===== src/rtl/rca_seq_ctrl_pkg.sv =====
// Shared definitions for the sequential ripple-carry adder controller.
package rca_seq_ctrl_pkg;

    localparam int DEF_N     = 4;
    localparam int DEF_WORDS = 4;

    typedef enum logic [1:0] {
        IDLE = 2'd0,
        RUN  = 2'd1,
        DONE = 2'd2
    } state_t;

    // Slice index width; a single-slice build still needs a 1-bit index.
    function automatic int idx_w(input int words);
        return (words > 1) ? $clog2(words) : 1;
    endfunction

endpackage


===== src/rtl/rca_nbits.sv =====
// N-bit ripple-carry adder slice built from a chain of full adders.
module rca_nbits #(
    parameter int n = 4
) (
    input  logic [n-1:0] a,
    input  logic [n-1:0] b,
    input  logic         cin,
    output logic [n-1:0] s,
    output logic         cout
);

    logic [n:0] w_c;

    assign w_c[0] = cin;

    for (genvar i = 0; i < n; i++) begin : g_fa
        assign s[i]     = a[i] ^ b[i] ^ w_c[i];
        assign w_c[i+1] = (a[i] & b[i]) | (w_c[i] & (a[i] ^ b[i]));
    end

    assign cout = w_c[n];

endmodule


===== src/rtl/rca_seq_ctrl.sv =====
// Sequential adder: reuses one N-bit ripple slice WORDS times per operand pair,
// low slice first, with a valid/ready handshake on both sides.
module rca_seq_ctrl
    import rca_seq_ctrl_pkg::*;
#(
    parameter int N     = DEF_N,
    parameter int WORDS = DEF_WORDS
) (
    input  logic             clk,
    input  logic             rst_n,
    input  logic             in_valid,
    output logic             in_ready,
    input  logic [N*WORDS-1:0] a,
    input  logic [N*WORDS-1:0] b,
    input  logic             cin,
    output logic             out_valid,
    input  logic             out_ready,
    output logic [N*WORDS-1:0] sum,
    output logic             cout,
    output logic             busy
);

    localparam int W  = N * WORDS;
    localparam int IW = idx_w(WORDS);

    state_t        r_state, w_next;
    logic [IW-1:0] r_idx;
    logic          r_c;
    logic [W-1:0]  r_a, r_b;
    logic [W-1:0]  r_sum;
    logic          r_cout;

    logic          w_hs, w_last;
    logic [N-1:0]  w_a_sl, w_b_sl, w_s;
    logic          w_co;

    assign w_hs   = in_valid && (r_state == IDLE);
    assign w_last = (r_idx == IW'(WORDS - 1));
    assign w_a_sl = r_a[r_idx*N +: N];
    assign w_b_sl = r_b[r_idx*N +: N];

    rca_nbits #(.n(N)) u_slice (
        .a    (w_a_sl),
        .b    (w_b_sl),
        .cin  (r_c),
        .s    (w_s),
        .cout (w_co)
    );

    // State register.
    always_ff @(posedge clk or negedge rst_n) begin
        if (!rst_n) r_state <= IDLE;
        else        r_state <= w_next;
    end

    // Next-state and handshake outputs.
    always_comb begin
        w_next    = r_state;
        in_ready  = 1'b0;
        out_valid = 1'b0;
        busy      = 1'b0;
        case (r_state)
            IDLE: begin
                in_ready = 1'b1;
                if (in_valid) w_next = RUN;
            end
            RUN: begin
                busy = 1'b1;
                if (w_last) w_next = DONE;
            end
            DONE: begin
                busy      = 1'b1;
                out_valid = 1'b1;
                if (out_ready) w_next = IDLE;
            end
            default: w_next = IDLE;
        endcase
    end

    // Operand capture; contents are don't-care until the next handshake.
    always_ff @(posedge clk) begin
        if (w_hs) begin
            r_a <= a;
            r_b <= b;
        end
    end

    // Slice datapath: one slice per edge in RUN, results frozen otherwise.
    always_ff @(posedge clk or negedge rst_n) begin
        if (!rst_n) begin
            r_idx  <= '0;
            r_c    <= 1'b0;
            r_sum  <= '0;
            r_cout <= 1'b0;
        end else if (w_hs) begin
            r_idx <= '0;
            r_c   <= cin;
        end else if (r_state == RUN) begin
            r_sum[r_idx*N +: N] <= w_s;
            r_c                 <= w_co;
            if (w_last) begin
                r_cout <= w_co;
                r_idx  <= '0;
            end else begin
                r_idx <= r_idx + IW'(1);
            end
        end
    end

    assign sum  = r_sum;
    assign cout = r_cout;

endmodule


===== config.mk =====
export PLATFORM = sky130hd
export DESIGN_NAME = rca_seq_ctrl
export DESIGN_NICKNAME = d
export VERILOG_FILES = /design/src/rtl/rca_seq_ctrl_pkg.sv /design/src/rtl/rca_nbits.sv /design/src/rtl/rca_seq_ctrl.sv
export SDC_FILE = /design/constraint.sdc
export NUM_CORES = 1
export LEC_CHECK = 0
export BUFFER_PORTS_ARGS = -buffer_cell sky130_fd_sc_hd__buf_4
export CAP_MARGIN = 30
export CORE_MARGIN = 1
export CORE_UTILIZATION = 35
export DETAILED_ROUTE_END_ITERATION = 10
export HOLD_SLACK_MARGIN = 0.06
export PLACE_DENSITY = 0.59
export SETUP_SLACK_MARGIN = 0.5
export SLEW_MARGIN = 10
export SYNTH_ARGS = -nofsm -noshare
export SYNTH_HDL_FRONTEND = slang
export SYNTH_HIERARCHICAL = 1
export SYNTH_SLANG_ARGS = --single-unit

===== constraint.sdc =====
create_clock -name clk -period 3.6 [get_ports clk]
set_clock_uncertainty 0.15 [all_clocks]
set_input_delay 0.72 -clock clk [delete_from_list [all_inputs] [get_ports clk]]
set_output_delay 0.72 -clock clk [all_outputs]
set_load 0.005 [all_outputs]

==> flow_metrics.env <==
export IMPL_nNetsFinal=275
export IMPL_rows=29
export IMPL_relSlewSlack_pct=57.9
export IMPL_ys_seq_area_share_pct=64.2
export IMPL_cpPeakStageDelay_ns=0.53
export IMPL_ant_nets=0
export IMPL_htree_levels=2
export IMPL_setup_tns_ns=0
export IMPL_netlist_instances=161
export IMPL_antennaDiodeCount=0
export IMPL_grt_ovfl_total=0
export IMPL_num_io_pins=57
export IMPL_yosys_top_cells_area="edfxtp_1 (41%), dfrtp_1 (23%), mux4_1 (5.6%), ha_1 (4.8%), fa_1 (3.4%)"
export IMPL_cpMostUsedCell="inv_2"
export IMPL_synth_area_um2=2350
export IMPL_synth_xor_area_share_pct=0
export IMPL_rsz0062_at_grt="true"
export IMPL_fmax_mhz=335
export IMPL_grt_usage_pct=13.2
export IMPL_cts_buffers=5
export IMPL_cts_hold_buf=0
export IMPL_yosysMostFrequentCell="edfxtp_1"
export IMPL_hold_violations=0
export IMPL_drt_vias_per_instance=4.76
export IMPL_synthAdderAreaFrac_pct=8.19
export IMPL_end_kind="flip-flop"
export IMPL_crit_arrival_ns=3.08
export IMPL_synth_ff_type="edfxtp_1"
export IMPL_ir_drop_uv=297
export IMPL_io_buffers=56
export IMPL_start_util_pct=36.6
export IMPL_cts_sinks=54
export IMPL_finalCritPeriodShare_pct=83.0
export IMPL_worst_path_max_delay_cell="mux4_2"
export IMPL_drc=5
export IMPL_drt_iter0_markers=60
export IMPL_cp_cell_sequence="mux4_2 -> fa_2 -> inv_2 -> fa_1 -> inv_1 -> fa_2 -> inv_2 -> fa_1 -> inv_2 -> nand3_2 -> o21ai_2"
export IMPL_synth_edf_count=32
export IMPL_grt_pass1_vias=1500
export IMPL_place_hpwl_mm=3.23
export IMPL_die_w_um=84
export IMPL_synth_area_per_cell_um2=14.6
export IMPL_ys_ff_latch=54
export IMPL_cellLeakagePower_uw=0.00130
export IMPL_synth_simple_area_share_pct=7.81
export IMPL_violations="design-rule violations"
export IMPL_ys_warn_count=6
export IMPL_core_area_um2=6420
export IMPL_clk_pin_slew_worst_paths_ns=0.10
export IMPL_muxShareOfSynthArea_pct=10.7
export IMPL_async_flop_share_pct=40.7
export IMPL_drive_above_1_share_pct=37.6
export IMPL_hold_path_class="input port to asynchronous set/reset pin"
export IMPL_die_area_um2=7060
export IMPL_fin_cells=303
export IMPL_final_seq_area_um2=1510
export IMPL_worstMarginPinSlew_ns=0.631
export IMPL_routed_wl_mm=4.25
export IMPL_cts_tree="done"
export IMPL_start_kind="flip-flop"
export IMPL_gp_congestion=0.701
export IMPL_synth_common_cells="edfxtp_1 (32), dfrtp_1 (22), nand2_1 (21)"
export IMPL_period_minus_slack_ns=2.99
export IMPL_synth_top_family_by_area="multiplexers"
export IMPL_p_total_uw=2370
export IMPL_cellPowerDensity_nw_per_um2=788
export IMPL_yosysTopAreaCell="edfxtp_1"
export IMPL_multi_input_area_um2=753
export IMPL_syn_nets=211
export IMPL_outcome="finished with violations"
export IMPL_setup_violations=0
export IMPL_cts_root_buffer="clkbuf_8"
export IMPL_grt_pass1_wl_mm=7.17
export IMPL_wl_per_cell_um=14.0
export IMPL_crit_type="flip-flop to flip-flop"
export IMPL_worstSkewPairLatency_ns=0.30
export IMPL_worstPathMaxFanout=4
export IMPL_antenna_found_initial=0
export IMPL_num_vias=1441
export IMPL_synth_cell_types=27
export IMPL_dr_pass1_iters=7
export IMPL_die_h_um=84
export IMPL_slew_violations=0
export IMPL_placed_cells=292
export IMPL_area_growth_pct=28.0
export IMPL_maxCapViolCount=0
export IMPL_crit_required_ns=3.69
export IMPL_grt_start_max_net_pins=27
export IMPL_synth_compound_area_share_pct=4.89
export IMPL_ctsLongestPathBuffers=2
export IMPL_fillers=596
export IMPL_synth_top_area_share_pct=40.8
per-stage QoR:
| step | setup WS, ns | hold WS [ns] | utilization, % | instance area (um^2) |
|---|---|---|---|---|
| after floorplan | 0.502 | 0.274 | - | 2350 |
| after global placement | 0.457 | 0.316 | 44.5 | 2860 |
| after detailed placement | 0.369 | 0.326 | 44.5 | 2860 |
| after CTS | 0.520 | 0.134 | 46.7 | 3000 |
| after global routing | 0.475 | 0.138 | 46.9 | 3010 |
| final | 0.611 | 0.132 | 46.9 | 3010 |
worst max-delay path, delay by kind of cell (launching register included):
family | cells | cell delay, ns
compound gates | 1 | 0.16
fa+ha+maj | 4 | 1.31
buf+inv | 4 | 0.27
flops | 1 | 0.42
mux | 1 | 0.53
simple gates | 1 | 0.08
power breakdown:
group / total (uW) / internal, uW / switching [uW]
Sequential: 920 / 843 / 76.4
Combinational: 1040 / 474 / 564
Clock: 414 / 211 / 203
routing by layer:
metal  wire (um)  vias up  GRT usage [%]  part of all wire, %
li1            -      698              -                    -
met1        1980      687           17.7                   47
met2        1990       47           21.3                   47
met3         224        9           3.46                  5.3
met4          52        0           3.29                  1.2
met5           0        -              0                    0
layout make-up:
cell class                      count  share of cell area (%)
Sequential cell                    54                    50.2
Multi-Input combinational cell     84                    25.0
Timing Repair Buffer               62                    15.5
Tap cell                           77                    3.20
Clock buffer                        5                    2.29
Inverter                           18                    2.24
Clock inverter                      3                    1.58
state kept, by name, summed over array words and instances, names as in the netlist:
signal / cells
r_idx: 2
r_state: 2
cout: 1
r_b: 16
r_c: 1
sum: 16
r_a: 16
path summary, 6_finish.rpt:
kind | start | end | slack (ns) | cells after the start
max | r_idx[0] | sum[15] | 0.61 | 11
min | rst_n | r_state[0] | 0.13 | 1
max reg2reg | r_idx[0] | sum[15] | 0.61 | 11
min reg2reg | sum[1] | sum[1] | 0.34 | 2
max in group asynchronous | rst_n | r_idx[0] | 2.93 | 1
min in group clk | sum[1] | sum[1] | 0.34 | 2
cell families (layout without fill, tap and decap cells):
family	count (synthesis)	after routing
mux	13	13
fa+ha+maj	13	13
buf+inv	23	88
compound gates	19	19
flops	54	54
simple gates	39	39
placed cells by master, fill, tap and decap left out, types with 2 or more instances in the layout:
cell type / n
nor2_1: 3
fa_2: 2
dfrtp_1: 21
nand2_1: 21
nand3_1: 7
ha_1: 9
o21ai_0: 11
fa_1: 2
clkbuf_8: 5
inv_1: 14
mux2i_1: 3
a22o_1: 4
nor3b_1: 2
inv_2: 4
edfxtp_1: 32
mux4_1: 4
mux4_2: 4
buf_4: 62
timing repair:
item,4_1_cts,5_1_grt
setup buffers,3,0
gates resized for setup,2,7
cloned,0,0
pin swaps,0,3
setup endpoints to repair,4,3
Power figures use the tool's default switching activity.
